[src/rtl/ram_pkg.sv]
// Shared types and helpers for the synchronous RAM block.
// State encoding, request op codes and a width helper.
package ram_pkg;

  typedef enum logic [0:0] {
    ST_CLEAR = 1'b0,
    ST_IDLE  = 1'b1
  } state_t;

  localparam logic OP_READ  = 1'b0;
  localparam logic OP_WRITE = 1'b1;

  // Address bits needed for n words, never less than one.
  function automatic int clog2(input int n);
    int r;
    r = 0;
    for (int v = n - 1; v > 0; v = v >> 1)
      r++;
    return (r < 1) ? 1 : r;
  endfunction

endpackage

[src/rtl/ram_array.sv]
// Raw storage: one clocked write port, one clocked read port.
// No reset; contents are defined by the clear sequencer above.
module ram_array #(
  parameter int WIDTH  = 8,
  parameter int DEPTH  = 8,
  parameter int ADDR_W = 3
) (
  input  logic              clk,
  input  logic              we,
  input  logic [ADDR_W-1:0] waddr,
  input  logic [WIDTH-1:0]  wdata,
  input  logic              re,
  input  logic [ADDR_W-1:0] raddr,
  output logic [WIDTH-1:0]  rdata
);

  logic [WIDTH-1:0] mem [DEPTH];

  always_ff @(posedge clk) begin
    if (we)
      mem[waddr] <= wdata;
    if (re)
      rdata <= mem[raddr];
  end

endmodule

[src/rtl/ram_sync.sv]
// Synchronous WIDTH x DEPTH RAM with request handshake,
// registered read port and an automatic clear sequencer.
module ram_sync
  import ram_pkg::*;
#(
  parameter int              WIDTH   = 8,
  parameter int              DEPTH   = 8,
  parameter logic [WIDTH-1:0] CLR_VAL = '0,
  localparam int             ADDR_W  = clog2(DEPTH)
) (
  input  logic              clk,
  input  logic              rst,
  input  logic [WIDTH-1:0]  inp,
  input  logic [ADDR_W-1:0] addr,
  input  logic              op,
  input  logic              sel,
  input  logic              clr,
  output logic              ready,
  output logic [WIDTH-1:0]  outp,
  output logic              outp_valid,
  output logic              err,
  output logic              busy
);

  localparam logic [ADDR_W:0]   DEPTH_L = (ADDR_W + 1)'(DEPTH);
  localparam logic [ADDR_W-1:0] LAST    = ADDR_W'(DEPTH - 1);

  state_t            state;
  logic [ADDR_W-1:0] cnt;
  logic              zero_q;
  logic [WIDTH-1:0]  rdata;

  logic              clearing;
  logic              accept;
  logic              in_range;
  logic              rd_req;
  logic              we;
  logic              re;
  logic [ADDR_W-1:0] waddr;
  logic [WIDTH-1:0]  wdata;

  assign clearing = (state == ST_CLEAR);
  assign accept   = sel & (state == ST_IDLE);
  assign in_range = {1'b0, addr} < DEPTH_L;
  assign rd_req   = accept & (op == OP_READ);

  // The sequencer owns the write port while clearing.
  assign we    = clearing
               | (accept & (op == OP_WRITE) & in_range);
  assign waddr = clearing ? cnt : addr;
  assign wdata = clearing ? CLR_VAL : inp;
  assign re    = rd_req & in_range;

  ram_array #(
    .WIDTH (WIDTH),
    .DEPTH (DEPTH),
    .ADDR_W(ADDR_W)
  ) u_array (
    .clk  (clk),
    .we   (we),
    .waddr(waddr),
    .wdata(wdata),
    .re   (re),
    .raddr(addr),
    .rdata(rdata)
  );

  always_ff @(posedge clk or posedge rst) begin
    if (rst) begin
      state      <= ST_CLEAR;
      cnt        <= '0;
      zero_q     <= 1'b1;
      outp_valid <= 1'b0;
      err        <= 1'b0;
    end else begin
      outp_valid <= rd_req;
      err        <= accept & ~in_range;
      if (rd_req)
        zero_q <= ~in_range;
      unique case (state)
        ST_CLEAR: begin
          if (cnt == LAST) begin
            state <= ST_IDLE;
            cnt   <= '0;
          end else begin
            cnt <= cnt + ADDR_W'(1);
          end
        end
        ST_IDLE: begin
          if (clr)
            state <= ST_CLEAR;
        end
      endcase
    end
  end

  // zero_q masks the unreset array output and forces out-of-range reads to 0.
  assign outp  = zero_q ? '0 : rdata;
  assign ready = (state == ST_IDLE);
  assign busy  = (state == ST_CLEAR);

endmodule

[config.mk]
export PLATFORM = sky130hd
export DESIGN_NAME = ram_sync
export DESIGN_NICKNAME = d
export VERILOG_FILES = /design/src/rtl/ram_pkg.sv /design/src/rtl/ram_array.sv /design/src/rtl/ram_sync.sv
export SDC_FILE = /design/constraint.sdc
export NUM_CORES = 1
export LEC_CHECK = 0
export CAP_MARGIN = 40
export CORE_MARGIN = 8
export CORE_UTILIZATION = 45
export DETAILED_ROUTE_END_ITERATION = 10
export GPL_ROUTABILITY_DRIVEN = 0
export SYNTH_ARGS = -nofsm -noshare
export SYNTH_HDL_FRONTEND = slang
export SYNTH_SLANG_ARGS = --single-unit
[constraint.sdc]
create_clock -name clk -period 3.47 [get_ports clk]
set_clock_uncertainty 0.05 [all_clocks]
set_input_delay 0.694 -clock clk [delete_from_list [all_inputs] [get_ports clk]]
set_output_delay 0.694 -clock clk [all_outputs]
set_load 0.1 [all_outputs]
==> flow_summary.ini, run 1 <==
[global_route]
antenna_found_initial = 0
grt_use_total_pct = 13.0
grt_overflow = 0
grt_pass1_vias = 1732
grt_pass1_wl_mm = 9.54
grt_max_degree = 19

[timing]
grt_setup_unrepaired = no
slew_headroom_pct = 51.5
hold_viol = 0
finalCriticalPeriod_ns = 2.33
fmax_mhz = 429
maxSlewViolCount = 0
period_share_pct = 67.2
finalSetupViolCount = 0
hold_ws_ns = 0.485
fin_tns_setup_ns = 0
tightest_slew_ns = 0.725

[critical_path]
ff2ff_setup_slack_ns = 1.23
crit_type = in -> reg
critical-path-top-delay-family = buffers and inverters
crit_buf_inv = 2
crit_path_cell_trace = clkdlybuf4s50_1 > or3b_2 > a221oi_1 > buf_4
r2r_cells = 4
arrival_ns = 2.34
critPathLaunchType = primary input
endpoint_kind = flop
worstSetupStartpoint = addr[2]
path_depth = 4
endpoint = u_array.mem[0][0]
r2r_start = ready
required_ns = 3.48
max_stage_delay_ns = 0.60
worstPathMaxFanout = 9
timing.rr.end = u_array.mem[0][0]
slowest_stage = clkdlybuf4s50_1

[drt]
routed_wl_mm = 5.95
ant_nets = 0
avgViaCountPerCell = 5.20
routedWlPerCell_um = 19.4
first_pass_iters = 4
drtIter0Drc = 77
drc_errors = 0
vias = 1596

[power]
leakage_nw = 1.37
total_power_mw = 3.00
irDropWorstVdd_v = 0.000490
power.density_nw_per_um2 = 775

[cells_and_area]
area_delta_synth_final_pct = 19.6
regArea_um2 = 2310
multi_input_area_um2 = 848
nFillCells = 570
layout.nets = 221
fin_util_pct = 54.5
drive_gt1_share_pct = 30.3
n_antenna_cell = 0

[floorplan]
num_io_pins = 28
initial_core_util_pct = 45.6
core_area_um2 = 7100
rows = 31
dieArea_um2 = 10200
die_width_um = 101
die-height_um = 101

[cts]
clk_pin_slew_ns = 0.08
tritoncts = built
numClockSinks = 78
cts_made_buffers = 9
postCtsHoldBufs = 0
clock_path_buffers = 2
cts_resized = 0
post-cts-setup-buffer-count = 0
clockRootBuffer = clkbuf_8
htreeDepth = 3
clkLatencyLatePin_ns = 0.34

[synth]
syn_area_um2 = 3240
synth-async-reset-ratio_pct = 7.69
ys.flop_type = edfxtp_1
synth_edf_count = 72
ys_seq_elements = 78
synth_nets = 178
avgSynthCellArea_um2 = 20.2
yosysSeqAreaShare_pct = 71.5
synth.distinct_cells = 29
ys.warnings.count = 0
syn_inst = 160

[placed_design]
port_buffers = 26

[worst_hold_path]
min_path_type = reg -> reg

[outcome]
outcome = complete, no violations

[job]
cap_viol_max_count = 0
==> power breakdown <==
group	switching [mW]	leakage (nW)	internal, mW	total, mW
registers	0.0862	0.743	1.35	1.44
logic	0.504	0.525	0.317	0.821
clock network	0.330	0.103	0.406	0.736
==> placed cells by master, fill, tap and decap left out, types with 2 or more instances in the layout <==
master | netlist | layout
a221oi_1 | 4 | 4
a22oi_1 | 4 | 4
and2_1 | 8 | 8
buf_4 | 1 | 24
bufinv_16 | 0 | 2
clkbuf_8 | 0 | 9
clkdlybuf4s50_1 | 0 | 16
clkinvlp_4 | 0 | 2
dfrtp_1 | 5 | 5
edfxtp_1 | 72 | 72
ha_1 | 2 | 2
inv_1 | 2 | 2
mux2_2 | 3 | 3
mux2_4 | 8 | 8
mux4_1 | 8 | 8
mux4_2 | 8 | 8
nand3b_1 | 4 | 4
nor2_1 | 2 | 2
nor2b_1 | 9 | 9
or3b_2 | 3 | 3
==> synth_stat cells (3+ instances only) <==
library cell	number	area (um2)
nand3b_1	4	30.0
edfxtp_1	72	2160
nor2b_1	9	56.3
mux2_2	3	33.8
dfrtp_1	5	125
a22oi_1	4	30.0
a221oi_1	4	35.0
or3b_2	3	26.3
mux4_1	8	210
mux2_4	8	120
and2_1	8	50.1
buf_2	4	20.0
mux4_2	8	180
==> state kept, by name (all words and copies together) (netlist names) <==
name and flops:
outp_valid 1, ready 1, zero_q 1, u_array.mem 64
cnt 3, u_array.rdata 8
==> worst min-delay path by stage <==
stage / from / endpoint / slack, ns / cells after the start
3_5_place_dp: zero_q / zero_q / 0.49 / 1
6_report: zero_q / zero_q / 0.49 / 1
5_1_grt: zero_q / zero_q / 0.51 / 1
4_1_cts: zero_q / zero_q / 0.50 / 1
2_1_floorplan: rst / cnt[0] / 0.43 / 1
3_3_place_gp: zero_q / zero_q / 0.46 / 1
==> worst reg2reg max path, stage by stage (launching register included) <==
cell,delay [ns]
dfrtp_1,0.61
buf_4,0.31
or3b_2,0.48
a221oi_1,0.26
buf_4,0.23
==> through the flow <==
| stage | std cells | area [um2] | worst slack (ns) |
|---|---|---|---|
| 2_1_floorplan | 160 | 3240 | 0.726 |
| 4_1_cts | 307 | 3870 | 1.14 |
| 5_1_grt | 307 | 3870 | 1.04 |
| 6_report | 307 | 3870 | 1.14 |
| 3_3_place_gp | 290 | 3630 | 0.787 |
| 3_5_place_dp | 291 | 3650 | 0.751 |
==> kinds of logic after synthesis <==
logic type | after synthesis | synth area share [%]
simple gates | 31 | 6.11
mux | 27 | 16.8
flops | 78 | 71.5
fa+ha+maj | 2 | 0.773
buf+inv | 11 | 2.28
compound gates | 10 | 2.40
other cells | 1 | 0.116
==> layer usage <==
metal / wire length, um / global-route usage [%] / up-vias / part of all wire [%]
met5: 0 / 0 / - / 0
met3: 305 / 3.59 / 7 / 5.1
met1: 2640 / 16.1 / 809 / 44
li1: - / - / 738 / -
met2: 2920 / 20.3 / 42 / 49
met4: 86 / 7.33 / 0 / 1.4
==> area by class of cell <==
class / instances / area share (%)
inverters: 2 / 0.194
multi-input cells: 71 / 21.9
repair buffers: 41 / 9.18
clock inverters: 7 / 2.49
well taps: 99 / 3.20
clock buffers: 9 / 3.20
flip-flops and latches: 78 / 59.8
Power figures use the tool's default switching activity.
==> run 2, diff against run 1 <==
clock period = 2.4 ns   (was 3.47 ns; I/O delays follow)
==> run 2 against run 1 <==
Net effect: wire length increased by 2.0%; sequential share of layout area increased by 0.21 points; worst setup slack got worse by 0.74 ns; critical path depth increased by 1; utilization decreased by 0.16 points; die area unchanged; critical endpoint is now u_array.mem[2][5]; largest cell class unchanged.
==> flow_summary.ini, run 2 (synthesized netlist as in run 1, its figures left out) <==
[global_route]
grt_max_degree = 20
grt.met1_usage_pct = 15.5
grt_pass1_vias = 1728
grt_overflow = 0
grtUsageMet2_pct = 21.4
grt_pass1_wl_mm = 9.52
grt_use_total_pct = 13.1
antenna_found_initial = 0
busiest_layer = met2
gr-usage-met3_pct = 3.45

[cts]
numClockSinks = 78
cts_resized = 0
post-cts-setup-buffer-count = 0
htreeDepth = 3
cts_made_buffers = 9
clockRootBuffer = clkbuf_8
clk_pin_slew_ns = 0.07
clkLatencyLatePin_ns = 0.33
tritoncts = built
postCtsHoldBufs = 0
clock_path_buffers = 2

[timing]
finalSetupViolCount = 0
fin_tns_setup_ns = 0
period_share_pct = 83.3
fmax_mhz = 500
hold_viol = 0
grt_setup_unrepaired = no
maxSlewViolCount = 0
finalCriticalPeriod_ns = 2.00

[power]
power.density_nw_per_um2 = 1090
irDropWorstVdd_v = 0.000541
leakage_nw = 1.36

[floorplan]
die_width_um = 101
num_io_pins = 28
die-height_um = 101
rows = 31
initial_core_util_pct = 45.6
dieArea_um2 = 10200
core_area_um2 = 7100

[cells_and_area]
largest_reg_flops = 64
top_regs = u_array.mem: 64 flops, u_array.rdata: 8 flops, cnt: 3 flops
layout_common_cells = 72 x edfxtp_1, 23 x buf_4, 15 x clkdlybuf4s50_1
area_delta_synth_final_pct = 19.2
regMostFlops = u_array.mem
layout.nets = 220
nFillCells = 569
drive_gt1_share_pct = 30.9
n_antenna_cell = 0
final_cell_count_no_fill = 306
final_common_cell = edfxtp_1

[drt]
first_pass_iters = 4
drtIter0Drc = 73
drc_errors = 0
ant_nets = 0
routedWlPerCell_um = 19.8
vias = 1584
routed_wl_mm = 6.07
avgViaCountPerCell = 5.18

[outcome]
outcome = complete, no violations

[critical_path]
crit_type = in -> reg
worstPathMaxFanout = 18
endpoint_kind = flop
arrival_ns = 1.99
required_ns = 2.40
critPathLaunchType = primary input

[placed_design]
dp_hpwl_mm = 4.09
placed_cells = 290
port_buffers = 26

[job]
cap_viol_max_count = 0

[worst_hold_path]
min_path_type = in -> async
## run 2: final cells by class
class                      count  area, um2  share of cell area, %
clock inverter                 5       50.0                   1.30
clock buffer                  11        131                   3.41
multi-input combinational     71        867                   22.5
inverter                       2       7.51                  0.195
sequential                    78       2310                   60.0
tap                           99        124                   3.21
timing repair buffer          40        363                   9.41
## run 2: where the power goes
group	leakage, nW	switching (mW)	internal, mW
Clock	0.0884	0.429	0.472
Sequential	0.742	0.146	1.96
Combinational	0.529	0.728	0.480
## run 2: per-layer routing
metal / share of wire [%] / vias to the layer above
li1: - / 735
met1: 44 / 807
met2: 51 / 37
met3: 4.3 / 5
met4: 1.1 / 0
met5: 0 / -
## run 2: critical path: stages
cell,delay (ns)
clkdlybuf4s50_1,0.44
buf_12,0.18
nand3b_1,0.29
a221oi_2,0.38
buf_4,0.22
## run 2: path summary, 6_finish.rpt
check	startpoint	endpoint	slack [ns]	cells after the start
min in group clk	zero_q	zero_q	0.48	1
setup reg to reg	ready	u_array.mem[2][5]	0.42	3
max in group asynchronous	rst	zero_q	1.74	2
setup / recovery	addr[0]	u_array.mem[2][5]	0.40	5
hold / removal	rst	cnt[2]	0.30	2
hold reg to reg	zero_q	zero_q	0.48	1
## run 2: stage by stage
| step | setup slack, ns | hold WS [ns] | instance area [um2] | utilization, % | power (mW) |
|---|---|---|---|---|---|
| after CTS | 0.398 | 0.302 | 3860 | 54.3 | 4.26 |
| after floorplan | 0.0228 | 0.220 | 3260 | - | 2.91 |
| after detailed placement | 0.0408 | 0.479 | 3680 | 51.8 | 3.37 |
| after global placement | 0.0533 | 0.463 | 3680 | 51.8 | 3.30 |
| after global routing | 0.304 | 0.311 | 3860 | 54.3 | 4.43 |
| final | 0.401 | 0.304 | 3860 | 54.3 | 4.22 |
==> run 3, diff against run 2 <==
clock period = 2 ns   (was 2.4 ns; I/O delays follow)
==> run 3 against run 2 <==
Net effect: worst setup slack got worse by 0.31 ns; sequential share of layout area decreased by 4.5 points; largest cell class unchanged; cell count increased by 1.3%; worst hold slack got worse by 0.076 ns; highest routed layer unchanged; combinational power increased by 54%; register-to-register slack got worse by 0.25 ns.
==> flow_summary.ini, run 3 (synthesized netlist as in run 1, its figures left out) <==
[cts]
clock_path_buffers = 2
clockRootBuffer = clkbuf_8
clk_pin_slew_ns = 0.07
tritoncts = built
cts_made_buffers = 9
postCtsHoldBufs = 0
post-cts-setup-buffer-count = 0
numClockSinks = 78
cts_resized = 0
clkLatencyLatePin_ns = 0.33
htreeDepth = 3

[critical_path]
endpoint_kind = flop
crit_type = in -> reg
slowest_stage = mux4_1
arrival_ns = 1.95
worstPathMaxFanout = 18
required_ns = 2.04
max_stage_delay_ns = 0.57
critPathLaunchType = primary input
crit_path_cell_trace = clkdlybuf4s50_1 > buf_12 > mux4_1 > mux2_4

[cells_and_area]
layout_common_cells = 72 x edfxtp_1, 19 x buf_12, 15 x clkdlybuf4s50_1
fin_area_um2 = 4170
area_delta_synth_final_pct = 28.9
largest_reg_flops = 64
final_cell_count_no_fill = 310
top_regs = u_array.mem: 64 flops, u_array.rdata: 8 flops, cnt: 3 flops
fin_util_pct = 58.8
drive_gt1_share_pct = 36.5
layout.nets = 225
n_antenna_cell = 0
regMostFlops = u_array.mem
final_common_cell = edfxtp_1

[timing]
grt_setup_unrepaired = no
finalSetupViolCount = 0
period_share_pct = 95.6
slew_headroom_pct = 46.6
finalCriticalPeriod_ns = 1.91
hold_viol = 0
tightest_slew_ns = 0.800
fmax_mhz = 523
maxSlewViolCount = 0

[power]
power.density_nw_per_um2 = 1280
total_power_mw = 5.36
leakage_nw = 1.48
irDropWorstVdd_v = 0.000556

[floorplan]
dieArea_um2 = 10200
die-height_um = 101
num_io_pins = 28
initial_core_util_pct = 45.6
rows = 31
core_area_um2 = 7100
die_width_um = 101

[drt]
first_pass_iters = 4
routedWlPerCell_um = 20.0
routed_wl_mm = 6.21
ant_nets = 0
drc_errors = 0
vias = 1617
drtIter0Drc = 64
avgViaCountPerCell = 5.22

[global_route]
busiest_layer = met2
grt_overflow = 0
grtUsageMet2_pct = 22.1
grt_max_degree = 19
gr-usage-met3_pct = 4.07
grt_pass1_wl_mm = 9.87
grt_use_total_pct = 13.5
grt_pass1_vias = 1704
antenna_found_initial = 0
grt.met1_usage_pct = 16.2

[placed_design]
port_buffers = 26
dp_hpwl_mm = 4.29
placed_cells = 295
postPlaceCellArea_um2 = 4010

[worst_hold_path]
min_path_type = in -> async

[job]
cap_viol_max_count = 0

[outcome]
outcome = complete, no violations
==> run 3: changes by cell type in the layout (fill, tap and decap cells not counted), moves of 2 or more <==
cell      previous run  this run
a221oi_2             3         0
a221oi_4             0         4
buf_12               2        19
a22oi_1              4         0
or3b_4               0         2
or3b_2               3         1
buf_4               23        11
a22oi_2              0         4
clkbuf_1             2         0
==> run 3: power breakdown <==
group	total [mW]	internal [mW]	leakage (nW)	switching, mW
Combinational	1.86	0.840	0.658	1.02
Sequential	2.51	2.36	0.742	0.154
Clock	0.980	0.441	0.0829	0.539
==> run 3: routing by layer <==
layer	vias up	wire length (um)	part of all wire, %
li1	748	-	-
met1	827	2710	44
met2	32	3120	50
met3	10	292	4.7
met4	0	90	1.4
met5	-	0	0
==> run 3: layout make-up <==
class | instances | area, um2
well taps | 99 | 124
clock buffers | 9 | 124
fillers | 530 | 2930
multi-input cells | 71 | 943
clock inverters | 6 | 38.8
repair buffers | 45 | 613
flip-flops and latches | 78 | 2320
inverters | 2 | 11.3
==> run 3: critical path, delay by kind of cell <==
family                 cells  cell delay (ns)
multiplexers               2             0.85
buffers and inverters      2             0.70
==> run 3: final timing paths <==
| check | slack, ns | cells past startpoint | to | from |
|---|---|---|---|---|
| min reg2reg | 0.48 | 1 | zero_q | zero_q |
| min in group clk | 0.48 | 1 | zero_q | zero_q |
| max in group asynchronous | 1.42 | 2 | zero_q | rst |
| max | 0.09 | 4 | u_array.rdata[1] | addr[0] |
| min | 0.23 | 2 | ready | rst |
| max reg2reg | 0.17 | 3 | u_array.mem[0][1] | ready |
==> run 3: per-stage QoR <==
step | setup WS [ns] | setup TNS [ns] | hold WS, ns
floorplan | -0.183 | -1.47 | 0.140
CTS | 0.103 | 0 | 0.214
detailed placement | -0.264 | -15.53 | 0.471
global route | 0.0620 | 0 | 0.237
global placement | -0.240 | -15.12 | 0.464
finish | 0.0871 | 0 | 0.228
